File: config.mk
export PLATFORM = sky130hd
export DESIGN_NAME = fp16_dot_seq
export DESIGN_NICKNAME = d
export VERILOG_FILES = /design/src/rtl/fp16_dot_seq.sv
export SDC_FILE = /design/constraint.sdc
export NUM_CORES = 1
export LEC_CHECK = 0
export ABC_AREA = 1
export CORE_MARGIN = 1
export CORE_UTILIZATION = 40
export CTS_CLUSTER_SIZE = 10
export DETAILED_ROUTE_END_ITERATION = 10
export PLACE_DENSITY = 0.72
export SLEW_MARGIN = 20
export SYNTH_ARGS = -nofsm -noshare
export SYNTH_HDL_FRONTEND = slang
export SYNTH_SLANG_ARGS = --single-unit
File: constraint.sdc
create_clock -name clk -period 5.1 [get_ports clk]
set_input_delay 1.02 -clock clk [delete_from_list [all_inputs] [get_ports clk]]
set_output_delay 1.02 -clock clk [all_outputs]
set_load 0.05 [all_outputs]
File: src/rtl/fp16_dot_seq.sv
// Dot-product sequencer for fp16_mac: feeds one operand pair at a time with the
// running sum, waits out the MAC latency, and returns the sum at the end of a vector.
module fp16_dot_seq #(
  parameter int MAC_LAT = 5
) (
  input  logic        clk,
  input  logic        rst,
  input  logic        in_valid,
  output logic        in_ready,
  input  logic [15:0] in_a,
  input  logic [15:0] in_b,
  input  logic        in_last,
  output logic [15:0] mac_in1,
  output logic [15:0] mac_in2,
  output logic [15:0] mac_acc,
  input  logic [15:0] mac_res,
  output logic        out_valid,
  input  logic        out_ready,
  output logic [15:0] out_data,
  output logic [15:0] out_count
);

  localparam int CW = $clog2(MAC_LAT + 1);

  typedef enum logic [1:0] {IDLE, ISSUE, WAIT, OUT} state_t;

  state_t          state, state_nxt;
  logic [15:0]     acc;
  logic [15:0]     len;
  logic [15:0]     op_a;
  logic [15:0]     op_b;
  logic            last_q;
  logic [CW-1:0]   cnt;
  logic            lat_done;

  assign lat_done = (cnt == CW'(MAC_LAT));

  // NOTE: sequential state uses non-blocking assignments so every register
  // samples pre-edge values, independent of statement order.
  always_ff @(posedge clk or posedge rst) begin
    if (rst) state <= IDLE;
    else     state <= state_nxt;
  end

  always_ff @(posedge clk or posedge rst) begin
    if (rst) begin
      acc    <= '0;
      len    <= '0;
      op_a   <= '0;
      op_b   <= '0;
      last_q <= 1'b0;
      cnt    <= '0;
    end else begin
      case (state)
        IDLE: begin
          if (in_valid) begin
            op_a   <= in_a;
            op_b   <= in_b;
            last_q <= in_last;
          end
        end
        ISSUE: begin
          cnt <= CW'(1);
          if (len != 16'hFFFF) len <= len + 16'd1;
        end
        WAIT: begin
          cnt <= cnt + CW'(1);
          if (lat_done) acc <= mac_res;
        end
        OUT: begin
          if (out_ready) begin
            acc <= '0;
            len <= '0;
          end
        end
        default: ;
      endcase
    end
  end

  // NOTE: every signal written here gets a default first, so no path can
  // leave one unassigned and infer a latch.
  always_comb begin
    state_nxt = state;
    mac_in1   = '0;
    mac_in2   = '0;
    mac_acc   = '0;
    out_valid = 1'b0;
    out_data  = '0;
    out_count = '0;
    case (state)
      IDLE: begin
        if (in_valid) state_nxt = ISSUE;
      end
      ISSUE: begin
        mac_in1   = op_a;
        mac_in2   = op_b;
        mac_acc   = acc;
        state_nxt = WAIT;
      end
      WAIT: begin
        if (lat_done) state_nxt = last_q ? OUT : IDLE;
      end
      OUT: begin
        out_valid = 1'b1;
        out_data  = acc;
        out_count = len;
        if (out_ready) state_nxt = IDLE;
      end
      default: state_nxt = IDLE;
    endcase
  end

  // Reset forces the state to IDLE, so gate ready to keep it low while reset is held.
  assign in_ready = (state == IDLE) && !rst;

endmodule

==> impl_metrics.env <==
export IMPL_status="finished clean"
export IMPL_p_leak_nw=2.920
export IMPL_avgViaCountPerCell=4.655
export IMPL_grt_max_degree=51
export IMPL_detail_route_antenna_nets=0
export IMPL_hpwl_um=7180
export IMPL_p_sw_share_pct=49.50
export IMPL_cp_data_required_time_ns=4.08
export IMPL_ios=135
export IMPL_cts_hold_buf=0
export IMPL_synth_cells=488
export IMPL_crit_arrival_ns=2.77
export IMPL_synth_seq_cells=70
export IMPL_power_switching_mw=1.719
export IMPL_ff2ff_path_depth=8
export IMPL_clk_pin_slew_ns=0.07
export IMPL_drtIter0Drc=187
export IMPL_rows=35
export IMPL_nNetsFinal=678
export IMPL_clock_fmax_mhz=263.6
export IMPL_syn_num_nets=549
export IMPL_post_cts_setup_buffers=0
export IMPL_start_kind="flip-flop"
export IMPL_drv_cap=0
export IMPL_synth_area_top_cells="dfrtp_1, nand2_1, mux2_2, inv_1, nand3_1"
export IMPL_setup_worst_path_start="state[1]"
export IMPL_die_area_um2=10100
export IMPL_synth_enable_flop_cells=0
export IMPL_critPathKind="reg -> out"
export IMPL_total_power_mw=3.473
export IMPL_die_h_um=100.5
export IMPL_yosys_area_top_type="dfrtp_1"
export IMPL_finalSetupViolCount=0
export IMPL_clock_sinks=70
export IMPL_end_kind="output pin"
export IMPL_grt_antenna_before_repair=0
export IMPL_finalMaxSlewViolations=0
export IMPL_fin_setup_tns_ns=0
export IMPL_hold_viol_final=0
export IMPL_r2r_start="state[1]"
export IMPL_r2r_slack_ns=2.61
export IMPL_drc=0
export IMPL_syn2layout_area_growth_pct=42.31
export IMPL_drt_pass1_iter_count=4
export IMPL_vias=3496
export IMPL_endpoint="mac_acc[15]"
export IMPL_cts_resized=0
export IMPL_die_w_um=100.5
export IMPL_grt_pass1_vias=3315
export IMPL_comb_power_share_pct=59.1
export IMPL_synthDistinctLibCells=30
export IMPL_grt_use_total_pct=19.83
export IMPL_cts_buffer_depth=2
export IMPL_hp_class="reg -> reg"
export IMPL_internal_power_mw=1.754
export IMPL_syn_area_um2=3882
export IMPL_rsz0062_at_grt="no"
export IMPL_finalCritPeriodShare_pct=74.39
export IMPL_insertion_delay_ns=0.34
export IMPL_async_flop_share_pct=100.0
export IMPL_synth_warnings=0
export IMPL_yosysSeqAreaShare_pct=45.12
export IMPL_cts_tree="done"
export IMPL_cts_root_buf="clkbuf_8"
export IMPL_regArea_um2=1752
export IMPL_fin_skew_ns=0.008790
export IMPL_ir_drop_v=0.0003513
export IMPL_postSynthAreaPerCell_um2=7.956
export IMPL_worst_slew_pin_slew_ns=0.9308
export IMPL_grt_first_pass_wirelength_um=15770
export IMPL_antenna_cells=0
export IMPL_yosysTopAreaCellShare_pct=45.12
export IMPL_numCtsBuffers=9
export IMPL_pwr_share_clk_pct=14.0
export IMPL_start_util_pct=41.62
export IMPL_grt_ovfl_total=0
export IMPL_r2r_end="acc[14]"
export IMPL_io_buffer_count=134
export IMPL_power_density_nw_per_um2=628.6
export IMPL_fin_crit_ns=3.794
export IMPL_core_area_um2=9328
export IMPL_crit_fanout=50
export IMPL_wl_um=9825
export IMPL_p_seq_share_pct=26.9
export IMPL_nFillCells=863
export IMPL_synth_main_ff_cell="dfrtp_1"
export IMPL_multi_input_area_um2=1667
export IMPL_layout_drive_gt1_share_pct=11.58
export IMPL_place_congestion=0.9110
export IMPL_drt_wirelength_per_cell_um=13.08
export IMPL_relSlewSlack_pct=37.95
export IMPL_htreeDepth=3
-- synthesized netlist by cell type (2+ instances only) --
cell / n
buf_2: 4
buf_4: 2
nor2_1: 12
xnor2_1: 2
nand4_1: 3
inv_1: 96
ha_1: 8
nand2_1: 151
o21ai_0: 19
a21oi_1: 2
dfrtp_1: 70
buf_6: 2
inv_2: 2
nand2_2: 3
mux2_2: 33
xor2_1: 3
o21ai_1: 13
nor2_4: 5
clkbuf_1: 10
nor2_2: 4
nand3_1: 32
or2_2: 4
-- cells by family (layout without fill, tap and decap cells) --
kind of cell | count (synthesis) | in the layout | synth area share, %
mux | 33 | 33 | 9.571
compound gates | 38 | 38 | 5.124
fa+ha+maj | 8 | 8 | 2.578
xor+xnor | 5 | 5 | 1.128
flops | 70 | 70 | 45.12
buf+inv | 117 | 251 | 12.02
simple gates | 217 | 217 | 24.46
-- worst max-delay path, stage by stage (launching register included) --
cell and delay (ns):
dfrtp_1 0.43, inv_1 0.13, ha_2 0.82, nand2_1 0.13
inv_1 0.11, clkdlybuf4s50_1 0.81
-- power by group through the flow --
stage	clock, mW	combinational [mW]	sequential (mW)
6_report	0.485	2.05	0.936
5_1_grt	0.521	2.20	0.968
4_1_cts	0.500	2.07	0.935
3_5_place_dp	0	2.06	0.944
3_3_place_gp	0	2.03	0.927
2_1_floorplan	0	1.51	0.898
-- registers in the layout (all words and copies together) (netlist names) --
| name | flops |
|---|---|
| acc | 16 |
| len | 16 |
| op_a | 16 |
| op_b | 16 |
| cnt | 3 |
| state | 2 |
| last_q | 1 |
-- through the flow --
| stage | worst slack, ns | cells | cell area, µm² | utilization, % | hold WS, ns |
|---|---|---|---|---|---|
| 4_1_cts | 1.268 | 751 | 5525 | 59.24 | 0.5103 |
| 3_3_place_gp | 1.677 | 735 | 5311 | 56.94 | 0.4874 |
| 5_1_grt | 1.061 | 751 | 5525 | 59.24 | 0.5199 |
| 3_5_place_dp | 1.650 | 735 | 5311 | 56.94 | 0.4924 |
| 2_1_floorplan | 2.287 | 488 | 3882 | - | 0.4777 |
| 6_report | 1.306 | 751 | 5525 | 59.24 | 0.5084 |
-- worst min path at each step --
stage              from       end  cells past startpoint
6_report         last_q    last_q                      1
5_1_grt         op_a[4]   op_a[4]                      1
4_1_cts          last_q    last_q                      1
3_5_place_dp     last_q    last_q                      1
3_3_place_gp   op_b[10]  op_b[10]                      1
2_1_floorplan    acc[4]    acc[4]                      2
-- cell type report --
class / count / area share, %
Inverter: 98 / 6.658
Clock buffer: 10 / 2.310
Timing Repair Buffer: 137 / 24.68
Sequential cell: 70 / 31.70
Multi-Input combinational cell: 301 / 30.16
Clock inverter: 6 / 1.562
Tap cell: 129 / 2.921
-- routing by layer --
metal / routed length [µm] / track usage (%)
met1: 4100 / 24.38
met2: 5036 / 34.62
met3: 546 / 5.062
met4: 142 / 5.240
met5: 0 / 0
-- cell usage in the layout (no fill, tap or decap), drive strengths merged, types with 2 or more instances in the layout --
cell type,Yosys,routed
nand2,154,154
clkdlybuf4s50,0,134
inv,98,98
dfrtp,70,70
mux2,33,33
nand3,32,32
o21ai,32,32
nor2,21,21
clkbuf,10,10
ha,8,8
or2,4,4
nand4,4,4
xor2,3,3
buf,9,3
clkinv,0,3
a21oi,2,2
xnor2,2,2
bufinv,0,2
Note: power is estimated with default switching activity, not from simulation.
